--- config.mk ---
export PLATFORM = sky130hd
export DESIGN_NAME = uart_tx
export DESIGN_NICKNAME = d
export VERILOG_FILES = /design/src/rtl/uart_tx.sv
export SDC_FILE = /design/constraint.sdc
export NUM_CORES = 1
export LEC_CHECK = 0
export ABC_AREA = 0
export CORE_ASPECT_RATIO = 1.75
export CORE_MARGIN = 5
export CORE_UTILIZATION = 35
export DETAILED_ROUTE_END_ITERATION = 10
export PLACE_DENSITY = 0.64
export SYNTH_ARGS = -nofsm -noshare
export SYNTH_HDL_FRONTEND = slang
export SYNTH_SLANG_ARGS = --single-unit
--- constraint.sdc ---
create_clock -name clk -period 4.09 [get_ports clk]
set_input_delay 0.818 -clock clk [delete_from_list [all_inputs] [get_ports clk]]
set_output_delay 0.818 -clock clk [all_outputs]
set_load 0.02 [all_outputs]
--- src/rtl/uart_tx.sv ---
`default_nettype none
// ============================================================================
// Module   : uart_tx
// Brief    : 8-bit UART transmitter, LSB-first, one stop bit, registered tx.
//            Optional even parity bit enabled by macro UART_TX_PARITY_EN.
// Revision : 1.0 - initial release
// ============================================================================
module uart_tx #(
    parameter int CLKS_PER_BIT = 868
) (
    input  logic       clk,
    input  logic       rst,
    input  logic       tx_start,
    input  logic [7:0] tx_data,
    output logic       tx,
    output logic       tx_busy,
    output logic       tx_done
);

    localparam int                c_CW   = $clog2(CLKS_PER_BIT);
    localparam logic [c_CW-1:0]   c_LAST = c_CW'(CLKS_PER_BIT - 1);
    localparam logic [c_CW-1:0]   c_ONE  = c_CW'(1);

    typedef enum logic [2:0] {
        S_IDLE   = 3'd0,
        S_START  = 3'd1,
        S_DATA   = 3'd2,
`ifdef UART_TX_PARITY_EN
        S_PARITY = 3'd3,
`endif
        S_STOP   = 3'd4
    } state_t;

    state_t          r_state, w_state_nxt;
    logic [c_CW-1:0] r_cnt,   w_cnt_nxt;
    logic [2:0]      r_idx,   w_idx_nxt;
    logic [7:0]      r_data,  w_data_nxt;
    logic            r_tx,    w_tx_nxt;
    logic            r_done,  w_done_nxt;
    logic            w_bit_end;
    logic [2:0]      w_idx_inc;

    always_ff @(posedge clk) begin
        if (!rst) begin
            r_state <= S_IDLE;
            r_cnt   <= '0;
            r_idx   <= '0;
            r_data  <= '0;
            r_tx    <= 1'b1;
            r_done  <= 1'b0;
        end else begin
            r_state <= w_state_nxt;
            r_cnt   <= w_cnt_nxt;
            r_idx   <= w_idx_nxt;
            r_data  <= w_data_nxt;
            r_tx    <= w_tx_nxt;
            r_done  <= w_done_nxt;
        end
    end

    assign w_bit_end = (r_cnt == c_LAST);
    assign w_idx_inc = r_idx + 3'd1;

    // Next tx level is computed alongside the transition so the line is
    // registered and each bit starts on the same edge as its state.
    always_comb begin
        w_state_nxt = r_state;
        w_cnt_nxt   = r_cnt + c_ONE;
        w_idx_nxt   = r_idx;
        w_data_nxt  = r_data;
        w_tx_nxt    = r_tx;
        w_done_nxt  = 1'b0;
        case (r_state)
            S_IDLE: begin
                w_cnt_nxt = '0;
                w_tx_nxt  = 1'b1;
                if (tx_start) begin
                    w_data_nxt  = tx_data;
                    w_state_nxt = S_START;
                    w_tx_nxt    = 1'b0;
                end
            end
            S_START: begin
                if (w_bit_end) begin
                    w_cnt_nxt   = '0;
                    w_idx_nxt   = 3'd0;
                    w_state_nxt = S_DATA;
                    w_tx_nxt    = r_data[0];
                end
            end
            S_DATA: begin
                if (w_bit_end) begin
                    w_cnt_nxt = '0;
                    if (r_idx == 3'd7) begin
`ifdef UART_TX_PARITY_EN
                        w_state_nxt = S_PARITY;
                        w_tx_nxt    = ^r_data;
`else
                        w_state_nxt = S_STOP;
                        w_tx_nxt    = 1'b1;
`endif
                    end else begin
                        w_idx_nxt = w_idx_inc;
                        w_tx_nxt  = r_data[w_idx_inc];
                    end
                end
            end
`ifdef UART_TX_PARITY_EN
            S_PARITY: begin
                if (w_bit_end) begin
                    w_cnt_nxt   = '0;
                    w_state_nxt = S_STOP;
                    w_tx_nxt    = 1'b1;
                end
            end
`endif
            S_STOP: begin
                if (w_bit_end) begin
                    w_cnt_nxt   = '0;
                    w_state_nxt = S_IDLE;
                    w_tx_nxt    = 1'b1;
                    w_done_nxt  = 1'b1;
                end
            end
            default: begin
                w_cnt_nxt   = '0;
                w_state_nxt = S_IDLE;
                w_tx_nxt    = 1'b1;
            end
        endcase
    end

    assign tx      = r_tx;
    assign tx_done = r_done;
    assign tx_busy = (r_state != S_IDLE);

endmodule
`default_nettype wire
=== Word-level counts from Yosys, hierarchy flattened ===
Index checks and enable logic that the tools add are counted.

* Reduce and logical (&&, ||, !) cells: 10
* Mux-type cells: 18
* $add $sub $neg: 2
* Bitwise logic cells: 2
* Equal/unequal tests: 11
* Order comparisons: 1

{| class="wikitable"
|+ Operator list
! operator !! number
|-
| 3-bit 2-to-1 mux || 7
|-
| 2-bit != test (second input constant) || 6
|-
| 3-bit one-hot mux with 4 select lines || 1
|-
| 10-bit by 1-bit adder with 10-bit output (second input constant) || 1
|-
| 10-bit == test (second input constant) || 1
|-
| 1-bit 2-to-1 mux || 7
|-
| 3-bit == test (second input constant) || 2
|-
| 3-bit one-hot mux with 2 select lines || 1
|-
| 3-bit OR reduction || 2
|-
| 5-bit AND reduction || 1
|-
| 3-bit by 4-bit less-than comparator with 1-bit output (second input constant) || 1
|-
| 1-bit one-hot mux with 4 select lines || 1
|-
| 2-bit AND reduction || 2
|-
| 4-bit AND reduction || 1
|-
| 3-bit by 1-bit adder with 3-bit output (second input constant) || 1
|-
| 1-bit binary-select mux with 3-bit select || 1
|-
| 3-bit by 1-bit == test with 1-bit output (second input constant) || 1
|-
| 3-bit by 2-bit == test with 1-bit output (second input constant) || 1
|-
| 3-bit logical NOT || 1
|-
| 3-bit AND reduction || 1
|-
| 3-bit nonzero test || 1
|-
| 1-bit NOT || 2
|-
| 2-bit nonzero test || 1
|}

* Register bits after elaboration: 26
* Output and inout port bits: 3
* Logic and storage cells: 50
* Input port bits: 11

=== Longest topological paths before layout ===
Gate-level depths: netlist of run 1.

* Depth in word-level cells: 6
* Mapped depth: 6
* Depth with buffers taken out: 6

=== Worst setup path before layout of run 1 ===
Ideal clock, no wire load.

* Path type: reg2reg
* Start: register r_idx[0]
* End: register r_tx, in the netlist tx
* Slack: 2,308 ps
* Arrival time: 1,660 ps
* Path buffers: 0
* Stages on the path, launching flop included: 6
* Library setup time: 122 ps
* Clock period less this slack: 1,782 ps
* Data required time: 3,968 ps
* Cells stage by stage: dfxtp_1 > ha_1 > mux4_2 > a21oi_1 > nor2b_1 > o32a_1

* Longest elaborated chain between the ends: 6
* Elaborated cells on any way between the ends: 7
* Those cells by class: add/sub: 1; eq/ne: 1; mux: 5

{| class="wikitable"
|+ RTL lines
! item !! line !! text
|-
| from (decl) || 36 || <nowiki>logic [2:0] r_idx, w_idx_nxt;</nowiki>
|-
| from (signal assigned) || 54 || <nowiki>r_idx <= w_idx_nxt;</nowiki>
|-
| 3-bit by 1-bit adder with 3-bit output || 62 || <nowiki>assign w_idx_inc = r_idx + 3'd1;</nowiki>
|-
| 1-bit binary-select mux with 3-bit select || 104 || <nowiki>w_tx_nxt = r_data[w_idx_inc];</nowiki>
|-
| 1-bit 2-to-1 mux (not written as such) || 104 ||
|-
| 1-bit 2-to-1 mux * || 94 || <nowiki>if (r_idx == 3'd7) begin</nowiki>
|-
| 1-bit 2-to-1 mux * || 92 || <nowiki>if (w_bit_end) begin</nowiki>
|-
| 1-bit one-hot mux with 4 select lines * || 73 || <nowiki>case (r_state)</nowiki>
|-
| to (signal assigned) || 56 || <nowiki>r_tx <= w_tx_nxt;</nowiki>
|-
| to (decl) || 38 || <nowiki>logic r_tx, w_tx_nxt;</nowiki>
|}

Mark *: on every way between the ends. The rest lies on a longest branch, timed or not. The select of a mux whose other input is x is not followed.
A chain may end at the register's enable or synchronous reset.

=== Worst setup path in the final report of run 1 ===
* Start: register r_state[1]
* End: output port tx_busy

* Longest elaborated chain between the ends: 1

{| class="wikitable"
|+ RTL lines
! item !! line !! text
|-
| from (decl) || 34 || <nowiki>state_t r_state, w_state_nxt;</nowiki>
|-
| from (signal assigned) || 52 || <nowiki>r_state <= w_state_nxt;</nowiki>
|-
| 3-bit nonzero test || 135 || <nowiki>assign tx_busy = (r_state != S_IDLE);</nowiki>
|-
| to (decl) || 16 || <nowiki>output logic tx_busy,</nowiki>
|}

Every way passes these cells.

==> results of run 1 <==
## flip-flops by register name, summed over array words and instances, names as in the netlist
register	count
r_idx	3
r_data	8
tx_done	1
r_cnt	10
r_state	3
tx	1
## critical path, delay by kind of cell (launching register included)
kind / cells / cell delay [ns]
buffers and inverters: 2 / 0.61
flip-flops: 1 / 0.41
AND/OR/NAND/NOR: 1 / 0.33
## cell families after synthesis
group / count (synthesis) / share of synthesized area
mux: 2 / 0.0351
fa+ha+maj: 3 / 0.0292
compound gates: 25 / 0.143
simple gates: 64 / 0.296
xor+xnor: 8 / 0.0546
flops: 26 / 0.405
buf+inv: 9 / 0.0361
## synthesized netlist by cell type (all sizes together)
| master | number |
|---|---|
| nand3 | 5 |
| and2 | 3 |
| nand4b | 2 |
| nand4 | 4 |
| o21bai | 1 |
| nand2 | 21 |
| nand2b | 2 |
| o2bb2ai | 1 |
| a21boi | 12 |
| and4 | 3 |
| clkbuf | 2 |
| inv | 4 |
| xnor2 | 6 |
| nor3b | 2 |
| mux4 | 2 |
| nor4 | 2 |
| o21ba | 1 |
| nor2b | 4 |
| nor3 | 2 |
| xor2 | 2 |
| o32a | 1 |
| nand3b | 2 |
| o21ai | 5 |
| nor2 | 10 |
| ha | 3 |
| o31a | 1 |
| dfxtp | 26 |
| a21oi | 3 |
| buf | 3 |
| and3 | 2 |
## per-layer routing
metal  GRT usage  vias up
met5           0        -
met3      0.0186        6
met1       0.113      462
li1            -      502
met2       0.214       23
met4      0.0548        0
## worst paths after layout
path / to
worst min register to register: r_data[1]
worst max register to register: tx
worst max-delay path: tx_busy
worst min-delay path: r_data[1]
## through the flow
stage | instance area [µm²] | cells | utilization
5_1_grt | 1510 | 195 | 0.421
2_1_floorplan | 1280 | 137 | -
4_1_cts | 1510 | 195 | 0.421
3_5_place_dp | 1440 | 191 | 0.401
6_report | 1510 | 195 | 0.421
3_3_place_gp | 1440 | 191 | 0.401
## power by group through the flow
| stage | clock network, mW | registers, mW | logic (mW) |
|---|---|---|---|
| floorplan | 0 | 0.270 | 0.0268 |
| global placement | 0 | 0.271 | 0.0427 |
| detailed placement | 0 | 0.271 | 0.0439 |
| CTS | 0.222 | 0.265 | 0.0440 |
| global route | 0.236 | 0.266 | 0.0482 |
| finish | 0.218 | 0.265 | 0.0433 |
## cells in the final DEF, fill, tap and decap left out, drive strengths merged
cell / netlist / layout
mux4: 2 / 2
o31a: 1 / 1
nand2b: 2 / 2
inv: 4 / 4
nor3: 2 / 2
and3: 2 / 2
bufinv: 0 / 1
a21oi: 3 / 3
and4: 3 / 3
nand4b: 2 / 2
ha: 3 / 3
xnor2: 6 / 6
nand3: 5 / 5
o21ba: 1 / 1
dfxtp: 26 / 26
o21ai: 5 / 5
o2bb2ai: 1 / 1
nand4: 4 / 4
nor2: 10 / 10
nor2b: 4 / 4
xor2: 2 / 2
nand3b: 2 / 2
clkdlybuf4s50: 0 / 13
a21boi: 12 / 12
nand2: 21 / 21
and2: 3 / 3
nor4: 2 / 2
o32a: 1 / 1
o21bai: 1 / 1
nor3b: 2 / 2
clkbuf: 2 / 3
## final cells by class
| type | count | area, µm² |
|---|---|---|
| Inverter | 4 | 15.0 |
| Clock buffer | 3 | 41.3 |
| Clock inverter | 1 | 30.0 |
| Timing Repair Buffer | 13 | 130 |
| Fill cell | 362 | 2080 |
| Sequential cell | 26 | 520 |
| Multi-Input combinational cell | 102 | 717 |
| Tap cell | 46 | 57.6 |
==> results.sh, run 1 <==
export IMPL_run_status="finished clean"
export IMPL_fin_ws_ns=1.64
export IMPL_hpwl_um=1960
export IMPL_drtIter0Drc=17
export IMPL_clock_sinks=26
export IMPL_top_layer="met4"
export IMPL_tightest_slew_ns=0.521
export IMPL_pre_cts_slack_ns=1.73
export IMPL_port_buffers=13
export IMPL_cts_tree="done"
export IMPL_met1_length_um=977
export IMPL_die_area_um2=5030
export IMPL_power_uw=526
export IMPL_cp_required_ns=3.27
export IMPL_syn_inst=137
export IMPL_n_antenna_cell=0
export IMPL_hp_start="r_data[1]"
export IMPL_worst_setup_path_start_kind="register"
export IMPL_reg2regPathDepth=5
export IMPL_finalWirelength_um=2580
export IMPL_max_stage_delay_ns=0.54
export IMPL_switchingPower_uw=111
export IMPL_max_clock_freq_mhz=408
export IMPL_cts_buffer_depth=2
export IMPL_crit_fanout=10
export IMPL_drtAntennaViolNets=0
export IMPL_cp_arrival_ns=1.63
export IMPL_final_max_slew_viol_count=0
export IMPL_antenna_found_initial=0
export IMPL_rrSetupSlack_ns=2.16
export IMPL_rsz0062_at_grt="false"
export IMPL_clockRootBuffer="clkbuf_8"
export IMPL_htreeDepth=1
export IMPL_dr_wl_met2_um=1440
export IMPL_synthTopCellsByArea="dfxtp_1, nand2_1, a21boi_0, xnor2_1, mux4_2"
export IMPL_coreArea_um2=3590
export IMPL_grt_total_usage=0.112
export IMPL_synth_cell_types=40
export IMPL_yosysSeqAreaShare=0.405
export IMPL_initial_core_util=0.357
export IMPL_power_share_clock=0.414
export IMPL_final_hold_viol_count=0
export IMPL_layout_drive_gt1_share=0.107
export IMPL_holdWs_ns=0.470
export IMPL_drt_first_pass_iters=4
export IMPL_grt_max_degree=18
export IMPL_cts_resized=0
export IMPL_max_slew_margin=0.652
export IMPL_fin_crit_sh=0.599
export IMPL_hold_buffers=0
export IMPL_via_per_inst=5.09
export IMPL_power_leakage_nw=0.533
export IMPL_postSynthAreaPerCell_um2=9.37
export IMPL_path_cells="nor3_1 -> inv_1 -> clkdlybuf4s50_1"
export IMPL_combPwrFrac=0.082
export IMPL_p_per_area_nw_per_um2=348
export IMPL_ys_seq_elements=26
export IMPL_drc_errors=0
export IMPL_wl_met3_um=103
export IMPL_setup_viol=0
export IMPL_crit_path_start="r_state[1]"
export IMPL_fin_setup_tns_ns=0
export IMPL_vdd_ir_drop_max_mv=0.210
export IMPL_grt_pass1_vias=1028
export IMPL_synth_top_cell_area_share=0.405
export IMPL_drv_cap=0
export IMPL_cts_made_buffers=3
export IMPL_grt_ovfl_total=0
export IMPL_yosysTopAreaCell="dfxtp_1"
export IMPL_path_clk_slew_ns=0.09
export IMPL_die_h_um=90.1
export IMPL_vias=993
export IMPL_skew_ns=0.00415
export IMPL_p_seq_frac=0.504
export IMPL_grt_pass1_wl_um=4530
export IMPL_criticalPathCategory="reg2out"
export IMPL_place_congestion=0.709
export IMPL_io_pins=14
export IMPL_synth_area_um2=1280
export IMPL_rows=29
export IMPL_crit_path_end_kind="primary output"
export IMPL_post_cts_buffers=0
export IMPL_slowest_stage="clkdlybuf4s50_1"
export IMPL_layout_min_cycle_time_ns=2.45
export IMPL_intPower_uw=415
export IMPL_final_nets=164
export IMPL_worstSkewPairLatency_ns=0.28
export IMPL_wl_per_cell_um=13.2
export IMPL_die_w_um=55.8
export IMPL_r2r_start="r_idx[0]"
export IMPL_ys_warn_count=0
export IMPL_switching_share=0.211
export IMPL_synthToLayoutAreaGrowth_pct=17.7
export IMPL_hp_class="reg2reg"
export IMPL_syn_num_nets=151
export IMPL_min_path_cells=2
(Power assumes the default switching activity.)
==> run 2, diff against run 1 <==
--- a/config.mk
+++ b/config.mk
@@ -10,7 +10,7 @@
 export CORE_MARGIN = 5
 export CORE_UTILIZATION = 35
 export DETAILED_ROUTE_END_ITERATION = 10
-export PLACE_DENSITY = 0.64
+export PLACE_DENSITY = 0.66
 export SYNTH_ARGS = -nofsm -noshare
 export SYNTH_HDL_FRONTEND = slang
 export SYNTH_SLANG_ARGS = --single-unit
==> constraint.sdc (replaced) <==
create_clock -name clk -period 2.1 [get_ports clk]
set_input_delay 0.42 -clock clk [delete_from_list [all_inputs] [get_ports clk]]
set_output_delay 0.42 -clock clk [all_outputs]
set_load 0.02 [all_outputs]
==> results.sh, run 2 (synthesized netlist as in run 1, its figures left out) <==
export IMPL_layout_drive_gt1_share=0.132
export IMPL_grt_pass1_wl_um=4560
export IMPL_slowest_stage="clkdlybuf4s50_1"
export IMPL_max_stage_delay_ns=0.59
export IMPL_top_layer="met4"
export IMPL_die_w_um=55.8
export IMPL_clockRootBuffer="clkbuf_8"
export IMPL_rsz0062_at_grt="false"
export IMPL_drv_cap=0
export IMPL_worstSkewPairLatency_ns=0.27
export IMPL_initial_core_util=0.357
export IMPL_met1_length_um=1010
export IMPL_cp_required_ns=1.68
export IMPL_layout_min_cycle_time_ns=1.97
export IMPL_wl_met3_um=75
export IMPL_cts_resized=0
export IMPL_criticalPathCategory="reg2out"
export IMPL_fin_setup_tns_ns=0
export IMPL_sequential_cell_area_um2=520
export IMPL_max_clock_freq_mhz=508
export IMPL_via_per_inst=5.06
export IMPL_instances_no_fill=198
export IMPL_clock_sinks=26
export IMPL_placed_cells=194
export IMPL_path_cells="nor3_2 -> inv_1 -> clkdlybuf4s50_1"
export IMPL_hp_class="reg2reg"
export IMPL_cts_tree="done"
export IMPL_wl_per_cell_um=12.7
export IMPL_post_cts_buffers=0
export IMPL_rrSetupSlack_ns=0.21
export IMPL_hold_buffers=0
export IMPL_final_cell_mix="dfxtp_1, nand2_1, clkdlybuf4s50_1, nor2_1, a21boi_0"
export IMPL_vdd_ir_drop_max_mv=0.334
export IMPL_run_status="finished clean"
export IMPL_drt_first_pass_iters=4
export IMPL_port_buffers=13
export IMPL_dr_wl_met2_um=1380
export IMPL_finalWirelength_um=2510
export IMPL_io_pins=14
export IMPL_fin_crit_sh=0.937
export IMPL_n_antenna_cell=0
export IMPL_grt_max_degree=16
export IMPL_final_hold_viol_count=0
export IMPL_vias=1001
export IMPL_setup_viol=0
export IMPL_dpl_instance_area_um2=1460
export IMPL_final_cell_area_um2=1540
export IMPL_place_congestion=0.756
export IMPL_cts_made_buffers=3
export IMPL_drtAntennaViolNets=0
export IMPL_p_per_area_nw_per_um2=660
export IMPL_final_max_slew_viol_count=0
export IMPL_cp_arrival_ns=1.55
export IMPL_skew_ns=0.00120
export IMPL_grt_total_usage=0.111
export IMPL_top_register="r_cnt"
export IMPL_htreeDepth=1
export IMPL_drtIter0Drc=35
export IMPL_synthToLayoutAreaGrowth_pct=19.9
export IMPL_crit_fanout=10
export IMPL_tightest_slew_ns=0.544
export IMPL_multi_input_area_um2=722
export IMPL_die_h_um=90.1
export IMPL_rows=29
export IMPL_fill_cells=360
export IMPL_path_clk_slew_ns=0.09
export IMPL_antenna_found_initial=0
export IMPL_grt_pass1_vias=1015
export IMPL_final_nets=167
export IMPL_hpwl_um=1990
export IMPL_power_leakage_nw=0.550
export IMPL_largest_registers="r_cnt (10), r_data (8)"
export IMPL_coreArea_um2=3590
export IMPL_crit_path_end_kind="primary output"
export IMPL_max_slew_margin=0.637
export IMPL_largest_reg_flops=10
export IMPL_die_area_um2=5030
export IMPL_grt_ovfl_total=0
export IMPL_drc_errors=0
export IMPL_worst_setup_path_start_kind="register"
export IMPL_final_common_cell="dfxtp_1"
export IMPL_cts_buffer_depth=2
-- run 2: metal layers --
metal	global-route usage	vias up
li1	-	508
met4	0.0426	0
met5	0	-
met2	0.206	17
met3	0.0186	5
met1	0.121	471
-- run 2: metrics by stage --
step / util / power [mW] / setup slack (ns) / hold WS [ns]
floorplan: - / 0.578 / 0.318 / 0.426
global route: 0.428 / 1.06 / 0.0464 / 0.495
CTS: 0.427 / 1.03 / 0.0429 / 0.470
global placement: 0.407 / 0.615 / 0.287 / 0.441
detailed placement: 0.407 / 0.617 / 0.235 / 0.451
finish: 0.428 / 1.02 / 0.133 / 0.470
-- run 2: power by group --
group | total [mW] | switching, mW | leakage [nW] | internal, mW
clock | 0.411 | 0.156 | 0.0357 | 0.255
combinational | 0.0877 | 0.0387 | 0.303 | 0.0490
sequential | 0.517 | 0.0109 | 0.211 | 0.506
total | 1.02 | 0.205 | 0.550 | 0.810
-- run 2: final timing paths --
path | start | to | cells after the start
max | r_state[2] | tx_busy | 3
min reg2reg | r_data[4] | r_data[4] | 2
min | r_data[4] | r_data[4] | 2
max reg2reg | r_idx[0] | tx | 5
-- run 2: final cells by class --
class / instances / area share
clock inverters: 1 / 0.0195
flip-flops and latches: 26 / 0.338
clock buffers: 3 / 0.0268
well taps: 46 / 0.0374
inverters: 4 / 0.00976
multi-input cells: 102 / 0.469
repair buffers: 16 / 0.0992
-- run 2: worst max-delay path: cells and delay by family (launching register included) --
family	cells	cell delay [ns]
buffers and inverters	2	0.66
and+or+nand+nor	1	0.11
DFF	1	0.51
==> run 3, diff against run 2 <==
--- a/config.mk
+++ b/config.mk
@@ -6,6 +6,7 @@
 export NUM_CORES = 1
 export LEC_CHECK = 0
 export ABC_AREA = 0
+export CAP_MARGIN = 30
 export CORE_ASPECT_RATIO = 1.75
 export CORE_MARGIN = 5
 export CORE_UTILIZATION = 35
==> results of run 3 <==
The final DEF is identical to that of run 2; final timing and power are the same.
